`config.mk`:
```
export PLATFORM = sky130hd
export DESIGN_NAME = ctr_nt_recovery
export DESIGN_NICKNAME = d
export VERILOG_FILES = /design/src/rtl/ctr_nt_pkg.sv /design/src/rtl/ctr_nt_satcnt.sv /design/src/rtl/ctr_nt_recovery.sv
export SDC_FILE = /design/constraint.sdc
export NUM_CORES = 1
export LEC_CHECK = 0
export CAP_MARGIN = 20
export CORE_ASPECT_RATIO = 0.6
export CORE_MARGIN = 2
export CORE_UTILIZATION = 48
export DETAILED_ROUTE_END_ITERATION = 7
export PLACE_DENSITY = 0.71
export SLEW_MARGIN = 20
export SYNTH_ARGS = -nofsm -noshare
export SYNTH_HDL_FRONTEND = slang
export SYNTH_SLANG_ARGS = --single-unit
```
`constraint.sdc`:
```
create_clock -name clk -period 1.93 [get_ports clk]
set_clock_uncertainty 0.15 [all_clocks]
set_input_delay 0.193 -clock clk [delete_from_list [all_inputs] [get_ports clk]]
set_output_delay 0.193 -clock clk [all_outputs]
set_load 0.01 [all_outputs]
```
`src/rtl/ctr_nt_pkg.sv`:
```
// Shared definitions for the N-phase time-redundant recovery controller:
// state encoding, legal parameter ranges, defaults and internal widths.
package ctr_nt_pkg;

   typedef enum logic [1:0] {
      ST_NORMAL   = 2'd0,
      ST_ROLLBACK = 2'd1,
      ST_SPEED    = 2'd2,
      ST_PERM     = 2'd3
   } state_t;

   localparam int unsigned NPHASE_MIN = 2;
   localparam int unsigned NPHASE_MAX = 4;
   localparam int unsigned SPEED_MIN  = 3;
   localparam int unsigned SPEED_MAX  = 8;
   localparam int unsigned RETRY_MIN  = 1;
   localparam int unsigned RETRY_MAX  = 15;

   localparam int unsigned NPHASE_DEF = 2;
   localparam int unsigned SPEED_DEF  = 3;
   localparam int unsigned RETRY_DEF  = 3;
   localparam int unsigned CW_DEF     = 8;

   // Sized to cover the largest legal parameter values.
   localparam int unsigned PHASE_W = 2;
   localparam int unsigned K_W     = 3;
   localparam int unsigned RETRY_W = 4;

endpackage

```
`src/rtl/ctr_nt_satcnt.sv`:
```
// Saturating CW-bit event counter; holds at all-ones instead of wrapping.
module ctr_nt_satcnt #(
   parameter int unsigned CW = 8
) (
   input  logic          clk,
   input  logic          rst_n,
   input  logic          inc,
   output logic [CW-1:0] count
);

   always_ff @(posedge clk or negedge rst_n) begin
      if (!rst_n) begin
         count <= '0;
      end else if (inc && (count != {CW{1'b1}})) begin
         count <= count + CW'(1);
      end
   end

endmodule

```
`src/rtl/ctr_nt_recovery.sv`:
```
// Time-redundant execution controller: checks once per round, rolls back and
// speeds up on a detected fail, and latches a permanent fault after repeated fails.
module ctr_nt_recovery
   import ctr_nt_pkg::*;
#(
   parameter int unsigned NPHASE       = NPHASE_DEF,
   parameter int unsigned SPEED_CYCLES = SPEED_DEF,
   parameter int unsigned MAX_RETRY    = RETRY_DEF,
   parameter int unsigned CW           = CW_DEF
) (
   input  logic               clk,
   input  logic               reset,
   input  logic               fail,
   output logic               save,
   output logic               rollBack,
   output logic               readBuff,
   output logic               substr,
   output logic [PHASE_W-1:0] phase,
   output logic               recovering,
   output logic               permFail,
   output logic [CW-1:0]      errCnt
);

   if (NPHASE < NPHASE_MIN || NPHASE > NPHASE_MAX ||
       SPEED_CYCLES < SPEED_MIN || SPEED_CYCLES > SPEED_MAX ||
       MAX_RETRY < RETRY_MIN || MAX_RETRY > RETRY_MAX || CW < 1) begin : g_param_err
      $error("ctr_nt_recovery: parameter outside legal range");
   end

   state_t               state, state_nxt;
   logic [PHASE_W-1:0]   phase_nxt;
   logic [K_W-1:0]       k, k_nxt;
   logic [RETRY_W-1:0]   retry, retry_nxt;
   logic                 save_nxt, rollback_nxt, readbuff_nxt, substr_nxt, perm_nxt;
   logic                 err_inc_c;

   // State and registered outputs.
   always_ff @(posedge clk or negedge reset) begin
      if (!reset) begin
         state      <= ST_NORMAL;
         phase      <= '0;
         k          <= '0;
         retry      <= '0;
         save       <= 1'b0;
         rollBack   <= 1'b0;
         readBuff   <= 1'b0;
         substr     <= 1'b0;
         recovering <= 1'b0;
         permFail   <= 1'b0;
      end else begin
         state      <= state_nxt;
         phase      <= phase_nxt;
         k          <= k_nxt;
         retry      <= retry_nxt;
         save       <= save_nxt;
         rollBack   <= rollback_nxt;
         readBuff   <= readbuff_nxt;
         substr     <= substr_nxt;
         recovering <= rollback_nxt;
         permFail   <= perm_nxt;
      end
   end

   // Next-state and next-output logic; fail only matters at the check phase.
   always_comb begin
      state_nxt    = state;
      phase_nxt    = phase;
      k_nxt        = k;
      retry_nxt    = retry;
      save_nxt     = save;
      rollback_nxt = rollBack;
      readbuff_nxt = readBuff;
      substr_nxt   = substr;
      perm_nxt     = permFail;
      err_inc_c    = 1'b0;

      case (state)
         ST_NORMAL: begin
            if (phase == '0) begin
               if (!fail) begin
                  phase_nxt = PHASE_W'(1);
                  save_nxt  = 1'b1;
                  retry_nxt = '0;
               end else if (retry == RETRY_W'(MAX_RETRY - 1)) begin
                  state_nxt    = ST_PERM;
                  save_nxt     = 1'b0;
                  rollback_nxt = 1'b0;
                  readbuff_nxt = 1'b0;
                  substr_nxt   = 1'b0;
                  perm_nxt     = 1'b1;
                  err_inc_c    = 1'b1;
               end else begin
                  state_nxt    = ST_ROLLBACK;
                  save_nxt     = 1'b1;
                  rollback_nxt = 1'b1;
                  readbuff_nxt = 1'b1;
                  substr_nxt   = 1'b1;
                  retry_nxt    = retry + RETRY_W'(1);
                  err_inc_c    = 1'b1;
               end
            end else begin
               save_nxt  = 1'b0;
               phase_nxt = (phase == PHASE_W'(NPHASE - 1)) ? '0 : phase + PHASE_W'(1);
            end
         end
         ST_ROLLBACK: begin
            save_nxt  = 1'b0;
            k_nxt     = '0;
            state_nxt = ST_SPEED;
         end
         ST_SPEED: begin
            k_nxt = k + K_W'(1);
            if (k == K_W'(0)) readbuff_nxt = 1'b0;
            if (k == K_W'(1)) substr_nxt = 1'b0;
            if (k == K_W'(SPEED_CYCLES - 1)) begin
               rollback_nxt = 1'b0;
               readbuff_nxt = 1'b0;
               substr_nxt   = 1'b0;
               save_nxt     = 1'b1;
               k_nxt        = '0;
               phase_nxt    = PHASE_W'(1);
               state_nxt    = ST_NORMAL;
            end
         end
         ST_PERM: begin
            state_nxt = ST_PERM;
         end
         default: begin
            state_nxt = ST_NORMAL;
         end
      endcase
   end

   ctr_nt_satcnt #(.CW(CW)) u_errcnt (
      .clk   (clk),
      .rst_n (reset),
      .inc   (err_inc_c),
      .count (errCnt)
   );

endmodule

```
Word-level counts from Yosys, hierarchy flattened:

Cells that the tools add are included.

* add/sub/neg operators: 4
* equal/unequal tests: 15
* multiplexer cells: 32
* reduce and logical (&&, ||, !) cells: 15

Operator list (number)
* 2-bit 2-to-1 mux: 8
* 4-bit AND reduction: 4
* 1-bit 2-to-1 mux: 14
* 3-bit != test (second input constant): 3
* 3-bit AND reduction: 3
* 8-bit by 1-bit adder with 8-bit output (second input constant): 1
* 4-bit 2-to-1 mux: 2
* 2-bit != test (second input constant): 4
* 8-bit != test (second input constant): 1
* 2-bit one-hot mux with 4 select lines: 1
* 1-bit one-hot mux with 2 select lines: 3
* 3-bit one-hot mux with 2 select lines: 1
* 4-bit by 1-bit adder with 4-bit output (second input constant): 1
* 2-bit by 1-bit equality test with 1-bit output (second input constant): 2
* 2-bit equality test (second input constant): 2
* 4-bit by 2-bit equality test with 1-bit output (second input constant): 1
* 2-bit zero test: 2
* 2-bit one-hot mux with 2 select lines: 1
* 2-bit nonzero test: 2
* 3-bit by 1-bit adder with 3-bit output (second input constant): 1
* 3-bit by 1-bit equality test with 1-bit output (second input constant): 1
* 3-bit by 2-bit equality test with 1-bit output (second input constant): 1
* 3-bit zero test: 1
* 3-bit 2-to-1 mux: 1
* other kinds (5): 5

* flip-flop bits (word level): 24
* word-level logic and storage cells: 76
* output and inout bits: 16
* input bits: 3

Longest topological paths before layout:

Gate-level depths: netlist of the first run.

* depth in word-level cells: 5
* depth in mapped cells: 6
* depth with buffers taken out: 5

By module:

A second synthesis of the first run with hierarchy kept.

* cell total of the unflattened synthesis: 134
* area total of the unflattened synthesis: 1390.1 um^2

By module, submodules not included
* ctr_nt_recovery: seq. area each 400.4 um^2, area an instance 982.2 um^2, instances 1, cells an instance 100
* ctr_nt_satcnt: seq. area each 200.2 um^2, area an instance 407.9 um^2, instances 1, cells an instance 34

Worst setup path before layout of the first run:

No wires, ideal clock.

* path kind: reg2reg
* from: register state[0]
* to: register retry[3]
* arrival: 1.775 ns
* slack: -0.064 ns
* stages on the path, launching flop included: 7
* data required time: 1.711 ns
* library setup time: 0.069 ns
* path through: dfrtp_1 > inv_1 > ha_1 > buf_6 > or3b_4 > or4b_1 > nand3_1

* word-level cells in the longest chain between the ends: 2

Ends and longest elaborated chain
* start: declaration: RTL line ctr_nt_recovery.sv:30 `state_t state, state_nxt;`
* start signal: assignment: RTL line ctr_nt_recovery.sv:51 `state <= state_nxt;`
* 2-bit zero test: RTL line ctr_nt_recovery.sv:77 `case (state)`
* 3-bit AND reduction (no line)
* end signal: assignment: RTL line ctr_nt_recovery.sv:54 `retry <= retry_nxt;`
* end: declaration: RTL line ctr_nt_recovery.sv:33 `logic [RETRY_W-1:0] retry, retry_nxt;`

Every way passes these cells.
A chain may end at the register's enable or synchronous reset.

Final worst setup path of the first run:

Same ends and word-level chain as after synthesis.

==> results.yml, run 1 <==
outcome:
  status: "finished, final reports clean"
placement:
  place_hpwl_um: 2190
  dp_slack_ps: -37.8
  dp_cells: 199
  gp_congestion: 0.777
  postPlaceCellArea_mm2: 0.00172
  io_buffers: 18
power:
  power.share.sequential: 0.329
  power_leakage_nw: 0.802
  ir_drop_mv: 0.755
  sw_frac_of_total: 0.386
  intPower_mw: 1.61
  power_density_mw_per_mm2: 1460
  p_comb_frac: 0.539
  clock_power_share: 0.132
  p_switching_mw: 1.01
floorplanning:
  die-area_mm2: 0.00338
  start_util: 0.497
  die_h_um: 45.8
  io_pins: 19
  core_area_mm2: 0.00282
  die_x_um: 73.7
  rows: 15
cts:
  cts_tree: "yes"
  path_clk_slew_ps: 90
  clk_latency_ps: 270
  cts-htree-levels: 1
  clock_sinks: 24
  clk_path_buf_depth: 2
  cts_inserted_buffers: 3
  cts-root-buf: "clkbuf_8"
sta:
  fin_ws_ps: 73.2
  finalSetupTns_ps: 0
  tightestPinTransition_ps: 367
  min_period_ps: 1860
  drv_slew: 0
  max_freq_mhz: 539
  final-setup-viol-count: 0
  rsz0062_at_grt: "no"
  hold_viol_final: 0
  slew_headroom: 0.752
  finalCritPeriodShare: 0.962
drt:
  wl_um: 3040
  ant_nets: 0
  dr.pass1.iters: 4
  detail_route.wl_per_cell_um: 14.9
  dr.first_iter.drc_count: 61
  viasPerCell: 5.76
  vias: 1176
  drcViolationCount: 0
logic_synthesis:
  yosys_most_used_dff: "dfrtp_1"
  syn_area_per_cell_um2: 10.3
  synth_area_mm2: 0.00140
  synth_top_area_share: 0.429
  ys_seq_elements: 24
  ys_top_cells_by_area: "dfrtp_1 (43%), ha_1 (8.1%), mux2_2 (4.0%)"
  syn_nets: 148
  synth_warnings: 0
  synth_edf_count: 0
  yosys.area.top_type: "dfrtp_1"
  ys_async_sr_fraction: 1.00
  netlist_instances: 136
  ys_types: 48
  ys_seq_area_frac: 0.429
critical_path:
  cp.buffers_inverters: 1
  cp-start-kind: "register"
  end_kind: "register"
  cp_max_fo: 6
  max_stage_delay_ps: 480
  crit_required_ps: 1990
  crit_chain: "inv_2 -> ha_4 -> or3b_4 -> or4b_1 -> nand3_1"
  path_delay_family: "simple AND/OR/NAND/NOR gates"
  path_class: "reg2reg"
  critPathSlowestCell: "or4b_1"
  cp.arrival_ps: 1920
cells_and_area:
  final_cells: 204
  fin_area_mm2: 0.00179
  layout_commonest_cell: "dfrtp_1"
  mostFrequentLayoutCells: "dfrtp_1 (24), clkdlybuf4s50_1 (18), buf_4 (16)"
  syn_to_final_growth_pct: 27.8
  drive_gt1_frac: 0.200
  num_antenna_cells: 0
  fin_util: 0.635
  final_net_count: 183
global_routing:
  overflow: 0
  grt_pass1_vias: 1010
  antenna_found_initial: 0
  grt_usage: 0.195
  grt_max_degree: 25
  grt_pass1_wl_um: 4910
flow_run:
  cap_violations: 0
hold_path:
  hold_path_class: "in2async"
worst reg2reg max path: cells and delay by family, from the launching register on:
kind                     cells  cell delay [ps]
adder cells (fa/ha/maj)      1              150
buffers and inverters        1              120
flip-flops                   1              410
AND/OR/NAND/NOR              3              980
cells by family (layout without fill, tap and decap cells):
logic type | count (synthesis) | in the layout | synth area share
XOR/XNOR | 2 | 2 | 0.0125
AO/OA/AOI/OAI | 34 | 34 | 0.169
buffers and inverters | 15 | 49 | 0.0492
AND/OR/NAND/NOR | 44 | 44 | 0.196
multiplexers | 8 | 8 | 0.0635
flip-flops | 24 | 24 | 0.429
adder cells (fa/ha/maj) | 9 | 9 | 0.0805
layout make-up:
cell class	count	area, µm²
Timing Repair Buffer	34	300
Multi-Input combinational cell	97	748
Fill cell	222	1030
Clock buffer	4	55.1
Inverter	11	41.3
Tap cell	34	42.5
Sequential cell	24	601
Yosys cell counts, types with 2 or more instances:
cell / count
and3_1: 2
nand4_1: 5
o21ai_0: 8
xnor2_1: 2
nand2b_1: 2
nor2b_1: 3
or3b_1: 2
mux2_1: 2
inv_1: 11
mux2_2: 5
nor3_1: 2
o21a_1: 2
a21oi_1: 5
ha_1: 9
a22o_1: 2
nand3_1: 9
a31oi_1: 2
nand2_1: 9
a2bb2oi_1: 2
dfrtp_1: 24
registers in the layout (all words and copies together) (netlist names):
name,cells
u_errcnt.count,8
retry,4
k,3
phase,2
state,2
permFail,1
readBuff,1
recovering,1
save,1
substr,1
stage by stage:
step	hold WS, ps	power [mW]
final	117	2.62
after global routing	152	2.84
after CTS	126	2.61
after detailed placement	304	2.24
after global placement	294	2.20
after floorplan	-253	1.70
what timing repair did:
action | CTS | global route
hold endpoints to repair | 0 | 0
endpoints found under the setup margin | 0 | 3
hold buffers | 0 | 0
gates resized for setup | 0 | 2
setup buffers | 0 | 1
worst paths after layout:
kind	startpoint	endpoint	slack, ps	cells past startpoint
worst max-delay path	state[0]	retry[3]	70	5
min in group clk	permFail	permFail	330	1
worst max register to register	state[0]	retry[3]	70	5
worst min register to register	permFail	permFail	330	1
worst min-delay path	reset	retry[2]	120	2
max in group asynchronous	reset	u_errcnt.count[7]	1270	2
layer usage:
layer	part of all wire	track usage
met1	0.51	0.279
met2	0.45	0.307
met4	0	0.0218
met3	0.044	0.0531
met5	0	0
power by group through the flow:
stage / logic, mW / clock network (mW) / registers (mW)
3_3_place_gp: 1.34 / 0 / 0.857
5_1_grt: 1.57 / 0.378 / 0.893
3_5_place_dp: 1.37 / 0 / 0.865
6_report: 1.41 / 0.345 / 0.861
4_1_cts: 1.39 / 0.358 / 0.858
2_1_floorplan: 0.806 / 0 / 0.896
Power figures use the tool's default switching activity.
==> run 2, diff against run 1 <==
CORE_UTILIZATION = 56   (was 48)
DONT_BUFFER_PORTS = 1   (was default)
==> results.yml, run 2 (same netlist as run 1, synthesis figures left out) <==
drt:
  ant_nets: 0
  viasPerCell: 6.27
  dr.pass1.iters: 4
  dr.first_iter.drc_count: 81
  drcViolationCount: 0
  wl_um: 3280
  detail_route.wl_per_cell_um: 17.7
  vias: 1160
global_routing:
  grt_pass1_vias: 1122
  grt_usage: 0.258
  grt_max_degree: 25
  antenna_found_initial: 0
  overflow: 0
  grt_pass1_wl_um: 5480
cells_and_area:
  final_net_count: 169
  reg.largest.list: "u_errcnt.count (8), retry (4), k (3)"
  multi_input_area_um2: 747
  layout_commonest_cell: "dfrtp_1"
  top_register: "u_errcnt.count"
  drive_gt1_frac: 0.219
  final_cells: 185
  mostFrequentLayoutCells: "dfrtp_1 (24), buf_4 (17), inv_1 (9), nand2_1 (9), nand3_1 (9)"
  seq_area_um2: 601
  largest_register_ffs: 8
  fillCellCount: 171
  syn_to_final_growth_pct: 15.8
  num_antenna_cells: 0
floorplanning:
  rows: 13
  die_h_um: 42.7
  io_pins: 19
  core_area_mm2: 0.00226
  die_x_um: 68.5
  start_util: 0.619
  die-area_mm2: 0.00293
sta:
  max_freq_mhz: 525
  rsz0062_at_grt: "yes"
  hold_viol_final: 0
  finalCritPeriodShare: 0.987
  drv_slew: 0
  slew_headroom: 0.652
  tightestPinTransition_ps: 523
  min_period_ps: 1910
  final-setup-viol-count: 0
power:
  power_density_mw_per_mm2: 1510
  totalPowerFinal_mw: 2.44
  ir_drop_mv: 1.03
  power_leakage_nw: 0.749
cts:
  cts_tree: "yes"
  clock_sinks: 24
  cts-root-buf: "clkbuf_8"
  cts_inserted_buffers: 3
  clk_latency_ps: 260
  clk_path_buf_depth: 2
  path_clk_slew_ps: 80
  cts-htree-levels: 1
placement:
  io_buffers: 0
  dp_cells: 175
  place_hpwl_um: 2330
  gp_congestion: 0.780
critical_path:
  cp-start-kind: "register"
  critPathSlowestCell: "dfrtp_1"
  path_delay_family: "flip-flops"
  max_stage_delay_ps: 440
  crit_required_ps: 1920
  cp.arrival_ps: 1900
  cp_max_fo: 7
  cp.buffers_inverters: 2
  path_class: "reg2reg"
  end_kind: "register"
  crit_chain: "buf_4 -> ha_1 -> buf_4 -> a22oi_2 -> mux2_1"
  crit_top_cell: "buf_4"
hold_path:
  hold_path_class: "in2reg"
flow_run:
  cap_violations: 0
outcome:
  status: "finished, final reports clean"
## run 2: cell count changes in the layout (fill, tap and decap cells not counted)
cell / change
and4bb_2: -1
buf_2: +1
buf_4: +1
nor3b_1: -1
dlygate4sd3_1: +2
clkbuf_8: -1
nor4bb_2: -1
and4bb_1: +1
nor3b_2: +1
nor4bb_1: +1
clkdlybuf4s50_1: -18
## run 2: where the power goes
group / internal (mW) / switching, mW
Clock: 0.139 / 0.148
Combinational: 0.609 / 0.640
Sequential: 0.676 / 0.229
## run 2: path summary, 6_finish.rpt
| kind | from | to | slack (ps) | depth (start not counted) |
|---|---|---|---|---|
| worst max-delay path | state[1] | state[1] | 20 | 5 |
| worst min-delay path | fail | retry[1] | 30 | 2 |
| worst max register to register | state[1] | state[1] | 20 | 5 |
| worst min register to register | retry[0] | retry[0] | 400 | 1 |
| max in group asynchronous | reset | u_errcnt.count[6] | 1000 | 2 |
| min in group asynchronous | reset | k[2] | 280 | 2 |
## run 2: area by class of cell
type                    instances  area share
clock buffers                   3      0.0255
inverters                      11      0.0255
multi-input cells              97       0.461
flip-flops and latches         24       0.371
well taps                      30      0.0232
repair buffers                 20      0.0942
## run 2: per-stage QoR
stage	hold WS, ps	utilization	area, µm²	TNS (ps)	setup slack [ps]
after floorplan	-253	-	1410	0	25.3
after global placement	-252	0.672	1520	0	83.5
after detailed placement	-252	0.672	1520	0	19.7
after CTS	32.2	0.699	1580	0	10.4
after global routing	27.9	0.717	1620	-52.1	-26.1
final	33.4	0.717	1620	0	24.2
## run 2: layer usage
| metal | vias up | part of all wire | global-route usage |
|---|---|---|---|
| met1 | 557 | 0.45 | 0.363 |
| met2 | 49 | 0.44 | 0.383 |
| met3 | 8 | 0.090 | 0.0769 |
| met4 | 0 | 0.021 | 0.0720 |
| li1 | 546 | - | - |
| met5 | - | 0 | 0 |
## run 2: timing repair
action / CTS / global route
setup endpoints to repair: 0 / 5
buffers inserted: 0 / 4
endpoints found under the hold margin: 26 / 24
hold buffers: 2 / 1
gates resized for setup: 0 / 1
==> run 3, diff against run 2 <==
CTS_CLUSTER_DIAMETER = 60   (was default)
==> results of run 3 <==
Final layout, timing and power as in run 2 (identical DEF).
